## src/rtl/booth_pkg.sv

```systemverilog
// Shared types and constants for the Booth multiplier controller.
// Holds the FSM state encoding, default operand width and qpair codes.
package booth_pkg;

  localparam int N_BITS_DEF = 4;

  localparam logic [1:0] QP_SUB = 2'b10;
  localparam logic [1:0] QP_ADD = 2'b01;

  typedef enum logic [2:0] {
    S_IDLE  = 3'd0,
    S_LOAD  = 3'd1,
    S_OP    = 3'd2,
    S_SHIFT = 3'd3,
    S_DONE  = 3'd4
  } state_e;

endpackage

```

## src/rtl/booth_cnt.sv

```systemverilog
// Loadable iteration down-counter with zero/one flags.
// Decrement saturates at zero so the count can never wrap.
module booth_cnt #(
  parameter int W = 3
) (
  input  logic         clk,
  input  logic         reset,
  input  logic         load_i,
  input  logic [W-1:0] load_val_i,
  input  logic         dec_i,
  output logic         zero_o,
  output logic         one_o
);

  logic [W-1:0] cnt_q, cnt_d;

  always_comb begin
    cnt_d = cnt_q;
    if (load_i)
      cnt_d = load_val_i;
    else if (dec_i && (cnt_q != '0))
      cnt_d = cnt_q - 1'b1;
  end

  always_ff @(posedge clk) begin
    if (reset)
      cnt_q <= '0;
    else
      cnt_q <= cnt_d;
  end

  assign zero_o = (cnt_q == '0);
  assign one_o  = (cnt_q == W'(1));

endmodule

```

## src/rtl/booth_ctrl.sv

```systemverilog
// Control FSM sequencing a radix-2 Booth multiplier datapath (A, Q, M).
// Build option BOOTH_SKIP_EN: shift directly from OP when qpair is 00/11.
//
// state | meaning
// IDLE  | waiting for start, all controls low
// LOAD  | load M and Q, clear A and Q-1, preset iteration count
// OP    | add/subtract M into A depending on qpair
// SHIFT | arithmetic shift of A:Q:Q-1, count one iteration
// DONE  | one-cycle done pulse, product in A:Q
module booth_ctrl
  import booth_pkg::*;
#(
  parameter int N_BITS = N_BITS_DEF
) (
  input  logic       clk,
  input  logic       reset,
  input  logic       start,
  input  logic [1:0] qpair,
  output logic       CargaM,
  output logic       CargaQ,
  output logic       ResetA,
  output logic       CargaA,
  output logic       SumaResta,
  output logic       DesplazaA,
  output logic       DesplazaQ,
  output logic       busy,
  output logic       done
);

  localparam int CW = $clog2(N_BITS + 1);

  state_e state_q, state_d;
  logic   cnt_load, cnt_dec, cnt_zero, cnt_one;

  booth_cnt #(.W(CW)) u_cnt (
    .clk        (clk),
    .reset      (reset),
    .load_i     (cnt_load),
    .load_val_i (CW'(N_BITS)),
    .dec_i      (cnt_dec),
    .zero_o     (cnt_zero),
    .one_o      (cnt_one)
  );

  always_ff @(posedge clk) begin
    if (reset)
      state_q <= S_IDLE;
    else
      state_q <= state_d;
  end

  always_comb begin
    state_d   = state_q;
    CargaM    = 1'b0;
    CargaQ    = 1'b0;
    ResetA    = 1'b0;
    CargaA    = 1'b0;
    SumaResta = 1'b0;
    DesplazaA = 1'b0;
    DesplazaQ = 1'b0;
    busy      = 1'b0;
    done      = 1'b0;
    cnt_load  = 1'b0;
    cnt_dec   = 1'b0;
    case (state_q)
      S_IDLE: begin
        if (start) state_d = S_LOAD;
      end
      S_LOAD: begin
        CargaM   = 1'b1;
        CargaQ   = 1'b1;
        ResetA   = 1'b1;
        busy     = 1'b1;
        cnt_load = 1'b1;
        state_d  = S_OP;
      end
      S_OP: begin
        busy = 1'b1;
        if (qpair == QP_SUB) begin
          CargaA    = 1'b1;
          SumaResta = 1'b1;
          state_d   = S_SHIFT;
        end else if (qpair == QP_ADD) begin
          CargaA  = 1'b1;
          state_d = S_SHIFT;
        end else begin
`ifdef BOOTH_SKIP_EN
          // nothing to add: shift in place and count the iteration here
          DesplazaA = 1'b1;
          DesplazaQ = 1'b1;
          cnt_dec   = 1'b1;
          state_d   = (cnt_one || cnt_zero) ? S_DONE : S_OP;
`else
          state_d = S_SHIFT;
`endif
        end
      end
      S_SHIFT: begin
        busy      = 1'b1;
        DesplazaA = 1'b1;
        DesplazaQ = 1'b1;
        cnt_dec   = 1'b1;
        state_d   = (cnt_one || cnt_zero) ? S_DONE : S_OP;
      end
      S_DONE: begin
        busy    = 1'b1;
        done    = 1'b1;
        state_d = S_IDLE;
      end
      default: state_d = S_IDLE;
    endcase
  end

endmodule
```

## config.mk

```make
export PLATFORM = sky130hd
export DESIGN_NAME = booth_ctrl
export DESIGN_NICKNAME = d
export VERILOG_FILES = /design/src/rtl/booth_pkg.sv /design/src/rtl/booth_cnt.sv /design/src/rtl/booth_ctrl.sv
export SDC_FILE = /design/constraint.sdc
export NUM_CORES = 1
export LEC_CHECK = 0
export BUFFER_PORTS_ARGS = -buffer_cell sky130_fd_sc_hd__buf_2
export CORE_AREA = 2 2 39 41
export DETAILED_ROUTE_END_ITERATION = 10
export DIE_AREA = 0 0 41 43
export GPL_TIMING_DRIVEN = 0
export PLACE_DENSITY_LB_ADDON = 0.25
export REMOVE_ABC_BUFFERS = 1
export SETUP_SLACK_MARGIN = 0.3
export SLEW_MARGIN = 0
export SYNTH_ARGS = -nofsm -noshare
export SYNTH_HDL_FRONTEND = slang
export SYNTH_SLANG_ARGS = --single-unit
export TNS_END_PERCENT = 30
```

## constraint.sdc

```tcl
create_clock -name clk -period 1.5 [get_ports clk]
set_input_delay 0.15 -clock clk [delete_from_list [all_inputs] [get_ports clk]]
set_output_delay 0.15 -clock clk [all_outputs]
set_load 0.01 [all_outputs]
```

==> impl_metrics.py, run 1 <==
metrics = {
    "outcome": {
        "status": "complete, no violations",
    },
    "power": {
        "power_uw": 411,
        "power.density_nw_per_um2": 738,
        "p_switching_uw": 109,
        "intPower_uw": 302,
        "power.leakage_uw": 0.000273,
        "p_comb_share_pct": 19.6,
        "ir_drop_mv": 0.283,
        "power.share.switching_pct": 26.5,
        "p_clk_share_pct": 35.5,
        "p_seq_share_pct": 44.9,
    },
    "floorplan": {
        "rows": 14,
        "die-area_um2": 1760,
        "pin_count": 14,
        "core_um2": 1380,
        "start_util_pct": 28.5,
        "die_h_um": 43,
        "die_x_um": 41,
    },
    "routing": {
        "via_per_inst": 4.51,
        "wirelength_um": 733,
        "drtIter0Drc": 5,
        "routedWlPerCell_um": 9.64,
        "via_count": 343,
        "drc": 0,
        "ant_nets": 0,
        "firstDrtPassIters": 4,
    },
    "placement": {
        "port_buffers": 13,
        "gp_congestion": 0.690,
        "dp_hpwl_um": 479,
        "detailedPlace.worstSlack_ns": 0.195,
    },
    "synthesis": {
        "yosysTopAreaCell": "dfxtp_1",
        "synth_most_common_cell": "dfxtp_1",
        "yosys_warnings": 0,
        "yosysUniqueCellTypes": 25,
        "seq_area_frac_synth_pct": 30.5,
        "syn_inst": 44,
        "avgSynthCellArea_um2": 8.96,
        "synthArstFlopShare_pct": 0,
        "synth_top_area_share_pct": 30.5,
        "synth_area_leaders": "dfxtp_1 (30%), ha_1 (13%), buf_4 (5.7%)",
        "ys_seq_elements": 6,
        "yosys-top-cells-count": "dfxtp_1 (6), ha_1 (4), nor2_1 (4), buf_4 (3), inv_1 (3)",
        "netlist_area_um2": 394,
        "synth_flop_cell": "dfxtp_1",
        "synth-edff-count": 0,
    },
    "setup_path": {
        "cp_slowest_stage_delay_ns": 0.32,
        "path_delay_family": "multiplexers",
        "startpoint_type": "register",
        "path_max_fanout": 3,
        "critPathBufInv": 1,
        "rrSetupSlack_ns": 0.28,
        "critPathKind": "reg2reg",
        "endpoint_kind": "register",
        "critPathSlowestCell": "mux2_4",
        "cp.arrival_ns": 1.36,
        "crit_chain": "inv_2 > ha_4 > nand4b_1 > mux2_4 > o21ba_1",
        "critPathRequiredTime_ns": 1.64,
    },
    "timing": {
        "period_share_pct": 81.2,
        "fin_crit_ns": 1.22,
        "max_slew.worst_pin.slew_ns": 0.211,
        "rsz0062_at_grt": "yes",
        "layout_setup_ws_ns": 0.282,
        "setup_viol": 0,
        "relSlewSlack_pct": 85.9,
        "max_freq_ghz": 0.821,
        "skew_ns": 0.00329,
        "hold_viol": 0,
        "slew_violations": 0,
    },
    "clock_tree": {
        "cts_buffer_depth": 2,
        "numCtsBuffers": 3,
        "clkTransAtPathRegs_ns": 0.04,
        "root_buffer": "clkbuf_4",
        "htree_levels": 1,
        "clkSinkCount": 6,
        "clkLatencyLatePin_ns": 0.24,
        "cts_tree": "yes",
    },
    "run": {
        "maxCapViolCount": 0,
    },
    "global_route": {
        "grt_pass1_wl_mm": 1.11,
        "grt_max_degree": 11,
        "overflow": 0,
        "grt_util_all_layers_pct": 10.6,
        "antenna_found_initial": 0,
        "first_global_vias": 282,
    },
    "final_layout": {
        "antenna_cells": 0,
        "nets": 71,
        "fillers": 139,
        "utilization_pct": 40.2,
        "drive_gt1_share_pct": 63.3,
        "syn_to_final_growth_pct": 41.3,
    },
    "min_path": {
        "hold_path.class": "in2reg",
    },
}
flip-flops by register name, summed over array words and instances (netlist names):
signal       cells
u_cnt.cnt_q      3
state_q          3
layout by cell type (no fill, tap or decap), types with 2 or more instances in the layout:
cell type  count
inv_2          2
dfxtp_2        2
a21oi_1        2
nor4_1         2
dfxtp_4        3
ha_1           3
clkbuf_4       3
nor2_1         3
buf_2         13
buf_4          5
metal layers:
metal | share of wire, % | global-route usage [%] | vias to the layer above
met5 | 0 | 0 | -
met4 | 3.4 | 16.0 | 0
met3 | 3.4 | 3.14 | 2
met2 | 48 | 14.4 | 7
met1 | 44 | 9.65 | 151
li1 | - | - | 183
area by class of cell:
type / count / area [um^2] / share of cell area [%]
clock buffer: 3 / 22.5 / 4.04
inverter: 3 / 11.3 / 2.02
multi-input combinational: 30 / 267 / 47.9
sequential: 6 / 134 / 24.0
tap: 16 / 20.0 / 3.60
timing repair buffer: 18 / 103 / 18.4
kinds of logic after synthesis:
group / Yosys count / synth area share [%]
compound gates: 4 / 6.99
xor+xnor: 1 / 2.22
fa+ha+maj: 4 / 12.7
buf+inv: 8 / 12.7
flops: 6 / 30.5
mux: 1 / 2.86
simple gates: 20 / 32.1
power groups by stage:
stage | Sequential, uW | Combinational [uW] | Clock (uW)
2_1_floorplan | 181 | 44.8 | 0
3_3_place_gp | 184 | 69.5 | 0
3_5_place_dp | 184 | 69.4 | 0
4_1_cts | 184 | 79.3 | 159
5_1_grt | 186 | 89.0 | 165
6_report | 184 | 80.6 | 146
path summary, 6_finish.rpt:
kind                    end  depth (start not counted)            from
max          u_cnt.cnt_q[2]                          5  u_cnt.cnt_q[1]
min              state_q[0]                          2           reset
max reg2reg  u_cnt.cnt_q[2]                          5  u_cnt.cnt_q[1]
min reg2reg      state_q[0]                          1      state_q[0]
per-stage QoR:
stage               std cells  hold slack (ns)  cell area, um^2  TNS [ns]
floorplan                  39            0.226              355    -0.325
global placement           68            0.378              440         0
detailed placement         68            0.378              440         0
CTS                        75            0.105              542         0
global route               76            0.126              557         0
finish                     76            0.118              557         0
repair_timing:
item | 4_1_cts | 5_1_grt
endpoints found under the setup margin | 12 | 13
gates cloned | 0 | 0
pin swaps | 1 | 0
gates resized for setup | 17 | 2
hold buffers | 0 | 0
buffers inserted | 4 | 1
(Power assumes the default switching activity.)
==> inputs of run 2 (changes only) <==
- ABC_AREA: not set -> 1
- CORE_AREA: 2 2 39 41 -> not set
- CORE_UTILIZATION: not set -> 32
- DIE_AREA: 0 0 41 43 -> not set
- clock period: 1.5 -> 1.1 ns (I/O delays scaled with it)
==> run 2 against run 1 <==
  * The flow now finishes with violations (negative setup slack)
  * Register-to-register slack worse by 0.29 ns
  * Sequential power up 34%
  * Synthesized area up 7.3%
  * Sequential share of layout area down 2.7 points
  * Worst hold slack worse by 0.052 ns
  * Non-clock buffer count up 1
  * Final cell count up 21%
  * Total power up 50%
  * Clock power up 36%
  * Die area down 17%
  * Global-route usage up 3.1 points
  * Design area up 13%
==> impl_metrics.py, run 2 <==
metrics = {
    "timing": {
        "hold_viol": 0,
        "slew_violations": 0,
        "layout_setup_ws_ns": -0.0379,
        "setup_viol": 9,
        "max_freq_ghz": 0.879,
        "max_slew.worst_pin.slew_ns": 0.201,
        "skew_ns": 0.00673,
        "relSlewSlack_pct": 86.6,
        "fin_crit_ns": 1.14,
        "rsz0062_at_grt": "yes",
        "tns_ns": -0.153,
        "period_share_pct": 103,
    },
    "routing": {
        "wirelength_um": 849,
        "via_per_inst": 4.27,
        "firstDrtPassIters": 1,
        "drtIter0Drc": 0,
        "ant_nets": 0,
        "via_count": 393,
        "routedWlPerCell_um": 9.23,
        "drc": 0,
    },
    "power": {
        "power.leakage_uw": 0.000316,
        "power_uw": 618,
        "power.density_nw_per_um2": 984,
        "ir_drop_mv": 0.624,
    },
    "final_layout": {
        "antenna_cells": 0,
        "largest_registers": "state_q x3, u_cnt.cnt_q x3",
        "ff_latch_area_um2": 134,
        "fillers": 114,
        "nets": 89,
        "fin_cells": 92,
        "multiInputGateArea_um2": 282,
        "final_cell_mix": "buf_2 (13), nand2_1 (9), buf_4 (6)",
        "syn_to_final_growth_pct": 48.5,
        "design_area_um2": 628,
        "drive_gt1_share_pct": 65.4,
        "final_common_cell": "buf_2",
    },
    "synthesis": {
        "synthAdderAreaFrac_pct": 11.8,
        "synth_compound_area_share_pct": 7.40,
        "synth_area_leaders": "dfxtp_1 (28%), ha_1 (12%), inv_1 (8.9%)",
        "synth_flop_cell": "dfxtp_1",
        "avgSynthCellArea_um2": 7.17,
        "ys_seq_elements": 6,
        "syn_inst": 59,
        "yosys_warnings": 0,
        "synth-xor-area-share_pct": 2.07,
        "netlist_area_um2": 423,
        "yosys-top-cells-count": "inv_1 (10), nand2_1 (10), nor2_1 (7), dfxtp_1 (6)",
        "yosysUniqueCellTypes": 18,
        "synth-edff-count": 0,
        "seq_area_frac_synth_pct": 28.4,
        "synth_top_family_by_area": "simple AND/OR/NAND/NOR gates",
        "synthSimpleGateAreaFrac_pct": 32.5,
        "yosysTopAreaCell": "dfxtp_1",
        "synthArstFlopShare_pct": 0,
        "synth_mux_area_share_pct": 0,
        "synth_top_area_share_pct": 28.4,
    },
    "global_route": {
        "antenna_found_initial": 0,
        "grt_util_all_layers_pct": 13.8,
        "overflow": 0,
        "first_global_vias": 339,
        "grt_max_degree": 5,
        "grt_pass1_wl_mm": 1.28,
    },
    "setup_path": {
        "path_max_fanout": 4,
        "critPathRequiredTime_ns": 0.99,
        "startpoint_type": "register",
        "critPathKind": "reg2out",
        "cp.arrival_ns": 1.03,
        "endpoint_kind": "output port",
    },
    "floorplan": {
        "core_um2": 1170,
        "start_util_pct": 36.1,
        "die_x_um": 38.4,
        "die-area_um2": 1470,
        "rows": 12,
        "pin_count": 14,
        "die_h_um": 38.4,
    },
    "placement": {
        "placed_cells_incl_taps": 83,
        "port_buffers": 13,
        "place_area_um2": 483,
        "gp_congestion": 0.819,
        "dp_hpwl_um": 571,
    },
    "clock_tree": {
        "root_buffer": "clkbuf_4",
        "clkSinkCount": 6,
        "numCtsBuffers": 3,
        "cts_tree": "yes",
        "cts_buffer_depth": 2,
        "htree_levels": 1,
        "clkTransAtPathRegs_ns": 0.04,
        "clkLatencyLatePin_ns": 0.24,
    },
    "outcome": {
        "violations": "negative setup slack",
        "status": "finished, violations left",
    },
    "run": {
        "maxCapViolCount": 0,
    },
    "min_path": {
        "hold_path.class": "in2reg",
    },
}
[run 2: changes by cell type after synthesis, sizes merged, moves of 2 or more]
cell | before | now
buf | 5 | 3
nand3 | 1 | 3
inv | 3 | 14
nor2 | 4 | 9
nand2 | 1 | 11
nor4 | 2 | 0
o21ai | 0 | 4
[run 2: final timing paths]
check                 startpoint  cells after the start  slack [ns]             end
setup / recovery      state_q[0]                      4       -0.04       DesplazaA
hold reg to reg   u_cnt.cnt_q[0]                      2        0.52  u_cnt.cnt_q[0]
setup reg to reg  u_cnt.cnt_q[0]                      7       -0.01  u_cnt.cnt_q[1]
hold / removal             reset                      2        0.07      state_q[0]
[run 2: logic make-up after synthesis]
logic type               after synthesis
AO/OA/AOI/OAI                          6
XOR/XNOR                               1
flip-flops                             6
adder cells (fa/ha/maj)                4
buffers and inverters                 17
AND/OR/NAND/NOR                       25
[run 2: power breakdown]
part	total (uW)	switching, uW	internal [uW]	leakage [uW]
registers	246	18.1	228	0.0000521
clock network	199	76.2	123	0.0000138
logic	172	90.8	81.4	0.000250
[run 2: per-layer routing]
metal	wire (um)	track usage [%]	up-vias
li1	-	-	216
met4	25	14.7	0
met5	0	0	-
met3	33	4.07	4
met1	385	15.4	162
met2	404	19.5	11
[run 2: critical path: stages (launching register included)]
cell and delay [ns]:
dfxtp_4 0.37, buf_4 0.12, nand3_4 0.10, inv_2 0.07, buf_2 0.12
[run 2: area by class of cell]
cell class | count | area share [%]
Multi-Input combinational cell | 36 | 44.8
Clock buffer | 3 | 3.59
Tap cell | 14 | 2.79
Inverter | 14 | 9.96
Sequential cell | 6 | 21.3
Timing Repair Buffer | 19 | 17.5
[run 2: repair_timing]
item                                    4_1_cts  5_1_grt
pin swaps                                     8        7
setup buffers                                 4        2
endpoints found under the setup margin       14       14
hold endpoints to repair                      0        0
cloned                                        0        0
hold buffers                                  0        0
resized for setup                            22        9
[run 2: per-stage QoR]
| step | hold slack (ns) | utilization (%) | worst slack, ns |
|---|---|---|---|
| after global placement | 0.326 | 41.2 | -0.158 |
| final | 0.0666 | 53.6 | -0.0379 |
| after CTS | 0.0572 | 50.2 | -0.0341 |
| after detailed placement | 0.322 | 41.2 | -0.164 |
| after floorplan | 0.179 | - | -0.0488 |
| after global routing | 0.0759 | 53.6 | -0.0954 |
